===== config.mk =====
export PLATFORM = sky130hd
export DESIGN_NAME = t_bank_seq
export DESIGN_NICKNAME = d
export VERILOG_FILES = /design/src/rtl/t_bank_seq.sv
export SDC_FILE = /design/constraint.sdc
export NUM_CORES = 1
export LEC_CHECK = 0
export ABC_AREA = 0
export CAP_MARGIN = 20
export CORE_ASPECT_RATIO = 1.4
export CORE_MARGIN = 4
export CORE_UTILIZATION = 45
export CTS_CLUSTER_SIZE = 28
export DETAILED_ROUTE_END_ITERATION = 16
export MAX_ROUTING_LAYER = met4
export PLACE_DENSITY = 0.75
export SYNTH_ARGS = -nofsm -noshare
export SYNTH_HDL_FRONTEND = slang
export SYNTH_SLANG_ARGS = --single-unit

===== constraint.sdc =====
create_clock -name clk -period 4 [get_ports clk]
set_input_delay 0.6 -clock clk [delete_from_list [all_inputs] [get_ports clk]]
set_output_delay 0.6 -clock clk [all_outputs]
set_load 0.03 [all_outputs]

===== src/rtl/t_bank_seq.sv =====
// Sequencer that drives a bank of T flip-flops as a loadable up/down register.
// LOAD/INC/DEC commands arrive over valid/ready. Each cycle it emits the toggle mask t_vec.
module t_bank_seq #(
  parameter int unsigned WIDTH = 8,
  parameter int unsigned CNT_W = 8
) (
  input  logic             clk,
  input  logic             rst,
  input  logic             cmd_valid,
  output logic             cmd_ready,
  input  logic [1:0]       cmd_op,
  input  logic [WIDTH-1:0] cmd_data,
  input  logic [CNT_W-1:0] cmd_count,
  input  logic             abort,
  output logic [WIDTH-1:0] t_vec,
  output logic [WIDTH-1:0] q,
  output logic [WIDTH-1:0] qbar,
  output logic             busy,
  output logic             done,
  output logic             wrap
);

  typedef enum logic [1:0] {StIdle, StRun, StDone} state_e;
  typedef enum logic [1:0] {OpNop = 2'b00, OpLoad = 2'b01, OpInc = 2'b10, OpDec = 2'b11} op_e;

  state_e           state_q, state_d;
  op_e              op_q, op_d;
  logic [WIDTH-1:0] q_q, q_d;
  logic [WIDTH-1:0] data_q, data_d;
  logic [CNT_W-1:0] rem_q, rem_d;
  logic             wrap_seen_q, wrap_seen_d;

  logic [WIDTH-1:0] inc_mask, dec_mask;
  op_e              cmd_op_e;

  assign cmd_op_e = op_e'(cmd_op);

  // Ripple-carry toggle masks: bit i toggles when all lower bits are 1 (INC) or 0 (DEC).
  always_comb begin
    logic inc_c;
    logic dec_c;
    inc_mask = '0;
    dec_mask = '0;
    inc_c    = 1'b1;
    dec_c    = 1'b1;
    for (int i = 0; i < int'(WIDTH); i++) begin
      inc_mask[i] = inc_c;
      dec_mask[i] = dec_c;
      inc_c       = inc_c & q_q[i];
      dec_c       = dec_c & ~q_q[i];
    end
  end

  always_comb begin
    state_d     = state_q;
    op_d        = op_q;
    q_d         = q_q;
    data_d      = data_q;
    rem_d       = rem_q;
    wrap_seen_d = wrap_seen_q;
    t_vec       = '0;

    unique case (state_q)
      StIdle: begin
        if (cmd_valid) begin
          op_d        = cmd_op_e;
          data_d      = cmd_data;
          wrap_seen_d = 1'b0;
          unique case (cmd_op_e)
            OpLoad: begin
              rem_d   = CNT_W'(1);
              state_d = StRun;
            end
            OpInc, OpDec: begin
              rem_d   = cmd_count;
              state_d = (cmd_count == '0) ? StDone : StRun;
            end
            default: begin
              rem_d   = '0;
              state_d = StDone;
            end
          endcase
        end
      end

      StRun: begin
        if (abort) begin
          // Partial result is kept; only the pending toggles are suppressed.
          state_d = StDone;
        end else begin
          unique case (op_q)
            OpLoad: t_vec = q_q ^ data_q;
            OpInc: begin
              t_vec = inc_mask;
              if (&q_q) wrap_seen_d = 1'b1;
            end
            OpDec: begin
              t_vec = dec_mask;
              if (~|q_q) wrap_seen_d = 1'b1;
            end
            default: t_vec = '0;
          endcase
          q_d   = q_q ^ t_vec;
          rem_d = rem_q - CNT_W'(1);
          if (rem_q == CNT_W'(1)) state_d = StDone;
        end
      end

      StDone: state_d = StIdle;

      default: state_d = StIdle;
    endcase
  end

  always_ff @(posedge clk or negedge rst) begin
    if (!rst) begin
      state_q     <= StIdle;
      op_q        <= OpNop;
      q_q         <= '0;
      data_q      <= '0;
      rem_q       <= '0;
      wrap_seen_q <= 1'b0;
    end else begin
      state_q     <= state_d;
      op_q        <= op_d;
      q_q         <= q_d;
      data_q      <= data_d;
      rem_q       <= rem_d;
      wrap_seen_q <= wrap_seen_d;
    end
  end

  assign q         = q_q;
  assign qbar      = ~q_q;
  assign cmd_ready = (state_q == StIdle);
  assign busy      = (state_q == StRun);
  assign done      = (state_q == StDone);
  assign wrap      = (state_q == StDone) && wrap_seen_q;

endmodule


---- Word level (Yosys, flattened, before mapping) ----
Index checks and enable logic that the tools add are counted.
word-level totals
  output and inout port bits .............. 28
  logic and storage cells ................. 78
  input port bits ......................... 22
  register bits after elaboration ......... 29
operators by class
  multiplexer cells ....................... 21
  equal/unequal tests ..................... 15
  bitwise logic cells ..................... 23
  $add $sub $neg .......................... 1
  reductions and logical operators ........ 12
operators by type and width
  cell                                                                      count
  8-bit two-way mux                                                         6
  8-bit one-hot mux with 2 select lines                                     2
  8-bit one-hot mux with 3 select lines                                     1
  8-bit XOR                                                                 2
  1-bit bitwise AND                                                         12
  2-bit equality test (second input constant)                               5
  8-bit by 1-bit equality test with 1-bit output (second input constant)    1
  8-bit logical NOT                                                         1
  2-bit two-way mux                                                         4
  1-bit NOT                                                                 8
  8-bit NOT                                                                 1
  2-bit one-hot mux with 2 select lines                                     2
  8-bit AND reduction                                                       1
  8-bit OR reduction                                                        1
  8-bit by 1-bit subtractor with 8-bit output (second input constant)       1
  2-bit by 1-bit equality test with 1-bit output (second input constant)    3
  3-bit inequality test (second input constant)                             2
  2-bit AND reduction                                                       3
  6-bit AND reduction                                                       1
  1-bit two-way mux                                                         4
  2-bit inequality test (second input constant)                             2
  1-bit one-hot mux with 2 select lines                                     2
  3-bit by 1-bit inequality test with 1-bit output (second input constant)  1
  3-bit by 2-bit inequality test with 1-bit output (second input constant)  1
  other kinds (5)                                                           5

---- Longest topological paths before layout ----
  depth after elaboration ................. 12
  mapped depth ............................ 6

---- Least setup slack after synthesis ----
OpenSTA, ideal clock, no wires.
  path type ............................... register -> output
  start ................................... register q_q[0], in the netlist q[0]
  end ..................................... output t_vec[7]
  data arrival time ....................... 1.833 ns
  cell stages (with the launch flop) ...... 6
  required time ........................... 3.400 ns
  setup slack ............................. 1.567 ns
  cells stage by stage .................... dfrtp_1 -> buf_6 -> nor4b_4 -> and3_4 -> a21oi_2 -> a21oi_1
on the way
  word-level cells in the longest chain between the ends .. 12
  elaborated cells on any way between the ends .. 18
  classes of those cells .................. mux: 5; bitwise: 13
RTL lines
  what                                       line  source
  start, declared                            28    logic [WIDTH-1:0] q_q, q_d;
  start signal, assigned                     126   q_q <= q_d;
  1-bit NOT                                  50    dec_c = dec_c & ~q_q[i];
  1-bit bitwise AND (6 in a row)             50
  8-bit one-hot mux with 3 select lines (*)  91    unique case (op_q)
  8-bit two-way mux (*)                      87    if (abort) begin
  8-bit two-way mux (*)                      63    unique case (state_q)
  8-bit two-way mux (*)                      87
  8-bit two-way mux (*)                      63
  end, declared                              15    output logic [WIDTH-1:0] t_vec,
Mark *: on every way between the ends. The rest lies on a longest branch, timed or not. The select of a mux whose other input is x is not followed.

---- Worst setup path in the final report ----
  start ................................... register op_q[0]
  end ..................................... output t_vec[1]
on the way
  word-level cells in the longest chain between the ends .. 6
  elaborated cells on any way between the ends .. 8
  classes of those cells .................. eq/ne: 3; mux: 5
RTL lines
  what                                                                                   line  source
  start, declared                                                                        27    op_e op_q, op_d;
  start signal, assigned                                                                 118   op_q <= OpNop;
  start signal, assigned                                                                 125   op_q <= op_d;
  2-bit equality test or 2-bit by 1-bit equality test with 1-bit output (tied branches)  91
  8-bit one-hot mux with 3 select lines (*)                                              91
  8-bit two-way mux (*)                                                                  87
  8-bit two-way mux (*)                                                                  63
  8-bit two-way mux (*)                                                                  87
  8-bit two-way mux (*)                                                                  63
Marks and branches as above.

==> qor.json <==
{
  "cts.repair_timing.setup_buffer_count": 0,
  "die_h_um": 84.1,
  "htree_num_levels": 2,
  "synth_sequential_area_ratio_pct": 39.0,
  "syn_area_um2": 1860,
  "crit_fanout": 11,
  "worstReg2RegEnd": "q[1]",
  "crit_arrival_ns": 2.56,
  "synthesis.area_per_instance_um2": 9.60,
  "p_switching_mw": 0.861,
  "syn2layout_area_growth_pct": 31.7,
  "synth_flop_cell": "sky130_fd_sc_hd__dfrtp_1",
  "finalWorstPathRequiredPeriod_ns": 3.16,
  "final.period_utilization_pct": 78.9,
  "clk_pin_slew_ns": 0.06,
  "max_slew.worst_pin.slew_ns": 0.714,
  "cts_sinks": 29,
  "grt-ovfl-total": 0,
  "postSynth.asyncResetShare_pct": 100,
  "run_status": "completed",
  "max-vdd-ir-drop_uv": 512,
  "worst_r2r_path_depth": 4,
  "count_of_hold_buffers_inserted_by_post_cts_repair": 0,
  "via_count": 1652,
  "hold_class": "flop to flop",
  "power.share.clock_pct": 12.9,
  "setup.reg_to_reg.worst_slack_ns": 2.23,
  "post_synth_inst_count": 194,
  "internal_portion_of_total_power_mw": 1.02,
  "drt_first_iter_violations": 75,
  "pwr-share-comb_pct": 54.1,
  "fp-row-count": 27,
  "pin_count_of_the_biggest_net_entering_global_routing": 30,
  "maxSlewHeadroom_pct": 52.4,
  "cts_buffer_depth": 2,
  "hp-start": "rem_q[7]",
  "clk_root_buffer_cell": "sky130_fd_sc_hd__clkbuf_8",
  "p_sw_share_pct": 45.7,
  "synth-edff-count": 0,
  "num_io_pins": 50,
  "timing.rr.start": "op_q[0]",
  "number_of_global_route_vias_before_repair": 1741,
  "finalMaxSlewViolations": 0,
  "detail-route-antenna-nets": 0,
  "fp.dieArea_um2": 5240,
  "first_pass_grt_wire_length_um": 7730,
  "count_of_different_cell_masters_after_synthesis": 50,
  "numCtsBuffers": 5,
  "power_frac_seq_pct": 33.0,
  "grt_setup_unrepaired": "no",
  "detailed_route_vias_per_instance": 5.80,
  "worst_setup_path_end_kind": "primary output",
  "setup-violations-final": 0,
  "synthesis.yosys.warnings": 0,
  "antenna_found_initial": 0,
  "synth.net_count": 218,
  "route.detailed.wl_per_inst_um": 15.5,
  "crit_path_start_kind": "flop",
  "design.final.nets": 266,
  "max_freq_ghz": 0.317,
  "min_delay_path_depth": 1,
  "cts_tree": "done",
  "grt.total_usage_pct": 18.4,
  "power.static_leakage_nw": 0.995,
  "timing_hold_violations_final": 0,
  "power.density_nw_per_um2": 769,
  "final_cells": 285,
  "io_buffers": 49,
  "ys_seq_elements": 29,
  "first_pass_iters": 4,
  "gp_congestion": 0.892,
  "route.detailed.drc": 0,
  "final.setup_skew_ns": 0.00544,
  "start_util_pct": 47.1,
  "crit_type": "flop to primary output",
  "detailed_place_hpwl_um": 3320,
  "post_cts.resized_instances": 0,
  "wl_um": 4420,
  "hold_end": "rem_q[7]",
  "cap_violations": 0,
  "worstPathRequired_ns": 3.40,
  "clk-insertion-delay-late_ns": 0.28,
  "placed_cells_incl_taps": 278,
  "die_width_um": 62.4,
  "totalNegativeSetupSlack_ns": 0,
  "core_um2": 3950,
  "drive_gt1_share_pct": 14.0,
  "n_antenna_cell": 0
}
==> cells in the mapped netlist, types with 3 or more instances <==
| cell | count | area [µm²] |
|---|---|---|
| sky130_fd_sc_hd__o21ai_0 | 10 | 50.1 |
| sky130_fd_sc_hd__a21oi_1 | 10 | 50.1 |
| sky130_fd_sc_hd__nor3_1 | 4 | 20.0 |
| sky130_fd_sc_hd__xor2_1 | 9 | 78.8 |
| sky130_fd_sc_hd__nor2_1 | 18 | 67.6 |
| sky130_fd_sc_hd__nor4_1 | 4 | 25.0 |
| sky130_fd_sc_hd__mux2_2 | 12 | 135 |
| sky130_fd_sc_hd__nor3b_1 | 3 | 22.5 |
| sky130_fd_sc_hd__inv_1 | 13 | 48.8 |
| sky130_fd_sc_hd__xnor2_1 | 5 | 43.8 |
| sky130_fd_sc_hd__and3_1 | 3 | 18.8 |
| sky130_fd_sc_hd__a21oi_2 | 4 | 35.0 |
| sky130_fd_sc_hd__nand2b_1 | 5 | 31.3 |
| sky130_fd_sc_hd__a31oi_1 | 3 | 18.8 |
| sky130_fd_sc_hd__buf_2 | 6 | 30.0 |
| sky130_fd_sc_hd__nor2b_1 | 4 | 25.0 |
| sky130_fd_sc_hd__nand2_1 | 8 | 30.0 |
| sky130_fd_sc_hd__and2_1 | 3 | 18.8 |
| sky130_fd_sc_hd__dfrtp_1 | 29 | 726 |
==> cell type report <==
class	count	area, µm²
Sequential cell	29	726
Fill cell	345	1500
Multi-Input combinational cell	143	1040
Inverter	13	48.8
Tap cell	43	53.8
Clock buffer	7	86.3
Timing Repair Buffer	50	498
==> layer usage <==
| layer | part of all wire, % | wire, µm | global-route usage [%] | vias to the layer above |
|---|---|---|---|---|
| met5 | 0 | 0 | - | - |
| met4 | 2.1 | 93 | 8.30 | 0 |
| met3 | 5.6 | 249 | 4.58 | 10 |
| met2 | 53 | 2340 | 33.1 | 55 |
| met1 | 39 | 1750 | 18.4 | 794 |
| li1 | - | - | - | 793 |
==> registers in the layout (all words and copies together) (netlist names) <==
signal and cells:
rem_q 8, op_q 2, q 8, state_q 2
data_q 8, wrap_seen_q 1
==> power by group through the flow <==
stage | registers [mW] | logic (mW) | clock network (mW)
2_1_floorplan | 0.612 | 0.715 | 0
3_3_place_gp | 0.621 | 1.02 | 0
3_5_place_dp | 0.627 | 1.02 | 0
4_1_cts | 0.622 | 1.03 | 0.247
5_1_grt | 0.655 | 1.11 | 0.261
6_report | 0.622 | 1.02 | 0.244
==> cells by family after synthesis <==
family	synth area share (%)
multiplexers	8.33
XOR/XNOR	6.59
AO/OA/AOI/OAI	19.2
AND/OR/NAND/NOR	20.4
buffers and inverters	5.24
flip-flops	39.0
adder cells (fa/ha/maj)	1.34
==> layout by cell type (no fill, tap or decap), types with 2 or more instances in the layout <==
cell,n
sky130_fd_sc_hd__clkbuf_8,6
sky130_fd_sc_hd__nor4_1,4
sky130_fd_sc_hd__a21oi_2,4
sky130_fd_sc_hd__o311ai_2,2
sky130_fd_sc_hd__a311oi_1,2
sky130_fd_sc_hd__nand3_1,2
sky130_fd_sc_hd__mux2_2,12
sky130_fd_sc_hd__and2_1,3
sky130_fd_sc_hd__o21ai_0,10
sky130_fd_sc_hd__nor2_1,18
sky130_fd_sc_hd__a21oi_1,10
sky130_fd_sc_hd__o21bai_1,2
sky130_fd_sc_hd__o2bb2ai_1,2
sky130_fd_sc_hd__o21a_1,2
sky130_fd_sc_hd__clkdlybuf4s50_1,49
sky130_fd_sc_hd__a31oi_1,3
sky130_fd_sc_hd__a22oi_1,2
sky130_fd_sc_hd__nor3_1,4
sky130_fd_sc_hd__xor2_1,9
sky130_fd_sc_hd__xnor2_1,5
sky130_fd_sc_hd__and3_1,3
sky130_fd_sc_hd__dfrtp_1,29
sky130_fd_sc_hd__nor3b_1,3
sky130_fd_sc_hd__inv_1,13
sky130_fd_sc_hd__nand2b_1,5
sky130_fd_sc_hd__nor2b_1,4
sky130_fd_sc_hd__ha_1,2
sky130_fd_sc_hd__mux2i_1,2
sky130_fd_sc_hd__nand2_1,8
==> critical path, cell delays in order, from the launching register on <==
cell and delay [ns]:
sky130_fd_sc_hd__dfrtp_1 0.54, sky130_fd_sc_hd__nor2b_1 0.60, sky130_fd_sc_hd__a22oi_1 0.21, sky130_fd_sc_hd__nor3_2 0.21, sky130_fd_sc_hd__clkdlybuf4s50_1 0.72
==> worst max path at each step <==
stage | from | endpoint | slack (ns) | cells past startpoint
floorplan | q[0] | t_vec[7] | 1.57 | 5
global placement | abort | t_vec[0] | 0.92 | 5
detailed placement | abort | t_vec[0] | 0.89 | 5
CTS | op_q[0] | t_vec[1] | 0.82 | 4
global route | op_q[0] | t_vec[1] | 0.69 | 4
finish | op_q[0] | t_vec[1] | 0.84 | 4
==> stage by stage <==
stage / hold slack (ns) / instance area (µm²) / utilization [%] / total power [mW] / setup WS, ns
after floorplan: 0.304 / 1860 / - / 1.33 / 1.57
after global placement: 0.494 / 2360 / 59.8 / 1.64 / 0.918
after global routing: 0.533 / 2450 / 62.0 / 2.03 / 0.685
after CTS: 0.505 / 2450 / 62.0 / 1.90 / 0.819
after detailed placement: 0.492 / 2360 / 59.8 / 1.65 / 0.886
final: 0.507 / 2450 / 62.0 / 1.88 / 0.842
(Power assumes the default switching activity.)
